**src/rtl/tinyalu_pkg.sv**
```systemverilog
// tinyalu_pkg: shared opcode and FSM state types for the ALU execution stage.
package tinyalu_pkg;

    typedef enum logic [2:0] {
        no_op  = 3'b000,
        add_op = 3'b001,
        and_op = 3'b010,
        xor_op = 3'b011,
        mul_op = 3'b100,
        rst_op = 3'b111
    } operation_t;

    typedef enum logic [1:0] {
        IDLE,
        EXEC,
        MUL,
        RELEASE
    } alu_state_t;

    localparam int unsigned DEFAULT_MUL_LATENCY = 3;

endpackage

```
**src/rtl/alu_mul_pipe.sv**
```systemverilog
// alu_mul_pipe: MUL_LATENCY-stage unsigned 8x8 multiplier with a valid shift chain.
// Stage 0 registers the operands, stage 1 forms the product, later stages delay it.
module alu_mul_pipe #(
    parameter int unsigned MUL_LATENCY = 3
) (
    input  logic        clk,
    input  logic        reset_n,
    input  logic        in_valid,
    input  logic [7:0]  a,
    input  logic [7:0]  b,
    output logic        out_valid,
    output logic [15:0] product
);

    logic [MUL_LATENCY-1:0] vld_q, vld_d;
    logic [7:0]             a_q, a_d, b_q, b_d;
    logic [15:0]            prod_q [1:MUL_LATENCY-1];
    logic [15:0]            prod_d [1:MUL_LATENCY-1];

    // Next-stage values: shift valid, capture operands on in_valid, advance product.
    always_comb begin
        vld_d = {vld_q[MUL_LATENCY-2:0], in_valid};
        a_d   = a_q;
        b_d   = b_q;
        if (in_valid) begin
            a_d = a;
            b_d = b;
        end
        prod_d    = prod_q;
        prod_d[1] = 16'(a_q) * 16'(b_q);
        for (int unsigned i = 2; i < MUL_LATENCY; i++) begin
            prod_d[i] = prod_q[i-1];
        end
    end

    // Valid chain is reset so an in-flight multiply is discarded.
    always_ff @(posedge clk) begin
        if (!reset_n) begin
            vld_q <= '0;
        end else begin
            vld_q <= vld_d;
        end
    end

    // Datapath registers; qualified by the valid chain, so no reset needed.
    always_ff @(posedge clk) begin
        a_q    <= a_d;
        b_q    <= b_d;
        prod_q <= prod_d;
    end

    assign out_valid = vld_q[MUL_LATENCY-1];
    assign product   = prod_q[MUL_LATENCY-1];

endmodule

```
**src/rtl/alu_exec_unit.sv**
```systemverilog
// alu_exec_unit: operation-execution stage with start/done handshake.
// Optional feature macro: ALU_MUL_EN (pipelined multiply; otherwise mul_op acts as no_op).
module alu_exec_unit
    import tinyalu_pkg::*;
#(
    parameter int unsigned MUL_LATENCY = DEFAULT_MUL_LATENCY
) (
    input  logic        clk,
    input  logic        reset_n,
    input  logic [7:0]  A,
    input  logic [7:0]  B,
    input  logic [2:0]  op,
    input  logic        start,
    output logic        done,
    output logic [15:0] result,
    output logic        busy
);

    if (MUL_LATENCY < 2 || MUL_LATENCY > 4) begin : g_bad_latency
        $error("alu_exec_unit: MUL_LATENCY must be 2..4");
    end

    alu_state_t state_q, state_d;
    logic [7:0] a_q, a_d, b_q, b_d;
    operation_t op_q, op_d;
    logic [15:0] result_q, result_d;
    logic        done_q, done_d;

`ifdef ALU_MUL_EN
    logic [1:0]  cnt_q, cnt_d;
    logic        mul_start;
    logic        mul_valid;
    logic [15:0] mul_prod;

    assign mul_start = (state_q == IDLE) && start && (operation_t'(op) == mul_op);

    alu_mul_pipe #(
        .MUL_LATENCY(MUL_LATENCY)
    ) u_mul_pipe (
        .clk       (clk),
        .reset_n   (reset_n),
        .in_valid  (mul_start),
        .a         (A),
        .b         (B),
        .out_valid (mul_valid),
        .product   (mul_prod)
    );
`endif

    // Next-state, operand capture, result mux and done pulse generation.
    always_comb begin
        state_d  = state_q;
        a_d      = a_q;
        b_d      = b_q;
        op_d     = op_q;
        result_d = result_q;
        done_d   = 1'b0;
`ifdef ALU_MUL_EN
        cnt_d    = cnt_q;
`endif
        case (state_q)
            IDLE: begin
                if (start) begin
                    a_d     = A;
                    b_d     = B;
                    op_d    = operation_t'(op);
                    state_d = EXEC;
`ifdef ALU_MUL_EN
                    if (operation_t'(op) == mul_op) begin
                        state_d = MUL;
                        cnt_d   = '0;
                    end
`endif
                end
            end
            EXEC: begin
                done_d  = 1'b1;
                state_d = RELEASE;
                case (op_q)
                    add_op:  result_d = {7'b0, {1'b0, a_q} + {1'b0, b_q}};
                    and_op:  result_d = {8'b0, a_q & b_q};
                    xor_op:  result_d = {8'b0, a_q ^ b_q};
                    rst_op:  result_d = '0;
                    default: result_d = result_q;
                endcase
            end
`ifdef ALU_MUL_EN
            MUL: begin
                cnt_d = cnt_q + 2'd1;
                if (mul_valid && (cnt_q == 2'(MUL_LATENCY - 1))) begin
                    result_d = mul_prod;
                    done_d   = 1'b1;
                    cnt_d    = '0;
                    state_d  = RELEASE;
                end
            end
`endif
            RELEASE: begin
                if (!start) begin
                    state_d = IDLE;
                end
            end
            default: state_d = IDLE;
        endcase
    end

    // State and output registers with synchronous active-low reset.
    always_ff @(posedge clk) begin
        if (!reset_n) begin
            state_q  <= IDLE;
            a_q      <= '0;
            b_q      <= '0;
            op_q     <= no_op;
            result_q <= '0;
            done_q   <= 1'b0;
`ifdef ALU_MUL_EN
            cnt_q    <= '0;
`endif
        end else begin
            state_q  <= state_d;
            a_q      <= a_d;
            b_q      <= b_d;
            op_q     <= op_d;
            result_q <= result_d;
            done_q   <= done_d;
`ifdef ALU_MUL_EN
            cnt_q    <= cnt_d;
`endif
        end
    end

    assign done   = done_q;
    assign result = result_q;
    assign busy   = (state_q != IDLE);

endmodule

```
**config.mk**
```make
export PLATFORM = sky130hd
export DESIGN_NAME = alu_exec_unit
export DESIGN_NICKNAME = d
export VERILOG_FILES = /design/src/rtl/tinyalu_pkg.sv /design/src/rtl/alu_mul_pipe.sv /design/src/rtl/alu_exec_unit.sv
export SDC_FILE = /design/constraint.sdc
export NUM_CORES = 1
export LEC_CHECK = 0
export CAP_MARGIN = 20
export CELL_PAD_IN_SITES_DETAIL_PLACEMENT = 1
export CELL_PAD_IN_SITES_GLOBAL_PLACEMENT = 1
export CORE_ASPECT_RATIO = 0.6
export CORE_UTILIZATION = 26
export DETAILED_ROUTE_END_ITERATION = 10
export PLACE_DENSITY_LB_ADDON = 0.1
export SYNTH_ARGS = -nofsm -noshare
export SYNTH_HDL_FRONTEND = slang
export SYNTH_HIERARCHICAL = 1
export SYNTH_SLANG_ARGS = --single-unit
```
**constraint.sdc**
```tcl
create_clock -name clk -period 2.1 [get_ports clk]
set_input_delay 0.315 -clock clk [delete_from_list [all_inputs] [get_ports clk]]
set_output_delay 0.315 -clock clk [all_outputs]
set_load 0.01 [all_outputs]
```
==> summary.md <==
| Metric | Value |
|---|---|
| Fillers | `790` |
| Post-layout nets | `287` |
| GRT Residual Overflow | `0` |
| Post-synthesis sequential area ratio | `35.8%` |
| WL per Instance | `approximately 14 um` |
| RePlAce Congestion | `approximately 0.78` |
| Top-area cell type share of the netlist area | `around 36%` |
| Setup crit start kind | `flop` |
| Max-slew violation count | `0` |
| Top delay family on crit path | `adder cells` |
| Post-synthesis xor/xnor area fraction | `under 10%` |
| Worst endpoint data arrival time | `about 2200 ps` |
| Die Ht | `about 65 um` |
| Top FF cell, synth | `dfxtp_1` |
| Crit. End Element | `flop` |
| Final Hold Viols | `0` |
| Synth Area in Compound Gates | `26.2%` |
| Setup TNS | `0 ps` |
| Post-Layout Cell Count | `between 300 and 400` |
| Fmax | `approximately 510 MHz` |
| CTS Buffer Depth | `2` |
| Largest family of logic cells by synthesized area | `compound AO/OA/AOI/OAI gates` |
| Vias in the first global route | `1,568` |
| Tcrit/Tclk final | `between 90% and 100%` |
| Max cap viols | `0` |
| RSZ-0062 raised after global routing | `no` |
| Worst-path fanout max | `4` |
| Port Buf Inserts | `32` |
| First-pass GRT wire length | `approximately 7.5 mm` |
| VDD IR max | `about 190 uV` |
| Pwr/cell area | `between 600 and 700 mW/mm2` |
| Cell breakdown of the critical path | `ha_1 -> inv_1 -> fa_1 -> nand2b_1 -> a21oi_2 -> o2111a_1 -> nor3_1 -> o22ai_1` |
| H-tree lvl count | `2` |
| Total number of vias | `about 1,600` |
| CP Buf/Inv Count | `1` |
| CP required | `between 2000 and 2500 ps` |
| Mapped cell area | `0.00173 mm2` |
| Post-Syn Instances | `about 220` |
| Largest stage delay on the critical path | `410 ps` |
| Num CTS Buffers | `5` |
| Antenna-violating nets left | `0` |
| Top cells by area, synth | `dfxtp_1 (36%), a21oi_1 (9.8%), nand2_1 (9.8%), ha_1 (5.8%), buf_4 (4.3%)` |
| Crit path kind | `reg2reg` |
| Tmin final | `about 2000 ps` |
| Ant. Diodes | `0` |
| Number of remaining DRC errors | `0` |
| Slowest cell on crit path | `fa_1` |
| Row Count | `22` |
| Die area | `between 0.007 and 0.008 mm2` |
| Outcome | `completed` |
| Post-synthesis mux area share | `1.81%` |
| GRT Total Usage | `14.2%` |
| Commonest non-fill, non-tap cells in the layout | `nand2_1 (45), a21oi_1 (33), clkdlybuf4s50_1 (32)` |
| Total routed wirelength | `between 4 and 5 mm` |
| Clock Sinks | `31` |
| Core Region | `roughly 0.0063 mm2` |
| Number of detailed-route iterations in the first pass | `4` |
| Share of cells above drive strength 1 | `approximately 9.7%` |
| Placed cells | `approximately 330` |
| Detailed placement HPWL | `roughly 3.6 mm` |
| Finished Cell Area | `~0.0022 mm2` |
| Endpoints failing setup | `0` |
| Netlist cell types | `between 40 and 50` |
| Clk slew on worst S/H paths | `70 ps` |
| Initial Utilization | `27.6%` |
| Hold crit path type | `reg2reg` |
| Final Worst Setup Slack | `approximately 140 ps` |
| YS warnings | `6` |
| Initial drt markers | `34` |
| Adder-cell share of the synthesized area | `6.94%` |
| Dpl cell area | `0.00211 mm2` |
| Clk_lat worst skew | `290 ps` |
| Die Width | `approximately 110 um` |
| Post CTS Setup Buffer Count | `0` |
| I/O Pins | `40` |
| Hold WS | `460 ps` |
| Asr flop ratio synth | `0%` |
| Commonest non-fill, non-tap cell in the layout | `nand2_1` |
| Pin count of the biggest net entering global routing | `22` |
| Pre-CTS setup slack | `slightly above 100 ps` |
| # hold bufs at CTS | `0` |
| Via density | `4.77` |
| Area added between synthesis and finish | `28.1%` |
| Initial antenna violation count | `0` |
| Mapped Avg Cell Area | `7.80 um2` |
| Clock tree from TritonCTS | `yes` |
| Simple-gate area share of the yosys netlist | `a little under a fifth` |
| Area occupied by multi-input gates | `~980 um2` |
| CTS root buffer | `clkbuf_8` |
| Static Leak | `between 0.0008 and 0.0009 uW` |
| Skew final | `roughly 5.1 ps` |
| Synth area leader | `dfxtp_1` |
| Synth Register Bits | `31` |
| EDFF count, synth | `0` |
| Reg area | `a little over 600 um2` |
path summary, 6_finish.rpt:
path / slack [ps] / depth (start not counted) / start / endpoint
worst max-delay path: 140 / 8 / a_q[0] / result[8]
worst min-delay path: 460 / 2 / a_q[3] / a_q[3]
worst max register to register: 140 / 8 / a_q[0] / result[8]
worst min register to register: 460 / 2 / a_q[3] / a_q[3]
registers in the layout, summed over array words and instances, names as in the netlist:
name,cells
result,9
a_q,8
b_q,8
op_q,3
state_q,2
done,1
routing by layer:
metal	routed length, um	global-route usage, %
met1	2560	20.6
met2	1800	19.8
met3	212	4.07
met4	51	4.62
met5	0	0
worst register-to-register path, stage by stage, from the launching register on:
cell and delay (ps):
dfxtp_1 340, ha_1 220, inv_1 70, fa_1 410, nand2b_1 210, a21oi_2 240, o2111a_1 210, nor3_1 50
o22ai_1 150
per-stage QoR:
step           util (%)  total power (uW)
2_1_floorplan         -               851
3_3_place_gp       33.7               959
3_5_place_dp       33.7               958
4_1_cts            35.3              1500
5_1_grt            35.3              1560
6_report           35.3              1480
cell type report:
type / instances / share of cell area (%)
Multi-Input combinational cell: 169 / 44.3
Sequential cell: 31 / 28.0
Timing Repair Buffer: 39 / 16.8
Tap cell: 84 / 4.74
Clock buffer: 8 / 4.51
Inverter: 10 / 1.69
Yosys cell counts, drive strengths merged, types with 2 or more instances:
cell,number
nand2,46
a21oi,34
dfxtp,31
buf,15
nor2,14
o21ai,12
inv,10
ha,8
o211ai,4
a31oi,3
clkbuf,3
nand2b,3
nand3,3
nor3,3
o21bai,3
mux2i,2
nor2b,2
o211a,2
o32ai,2
or2,2
cell families (layout without fill, tap and decap cells):
group                    count (synthesis)  after routing
buffers and inverters                   28             57
multiplexers                             3              3
AO/OA/AOI/OAI                           72             72
AND/OR/NAND/NOR                         76             76
other                                    1              7
adder cells (fa/ha/maj)                  9              9
XOR/XNOR                                 2              2
flip-flops                              31             31
timing repair:
item / 4_1_cts / 5_1_grt
hold endpoints to repair: 0 / 0
gates resized for setup: 0 / 1
endpoints found under the setup margin: 0 / 2
power breakdown:
| part | total (uW) | internal [uW] | switching (uW) |
|---|---|---|---|
| Combinational | 295 | 140 | 155 |
| Sequential | 647 | 623 | 24.1 |
| Clock | 535 | 299 | 236 |
(Power assumes the default switching activity.)
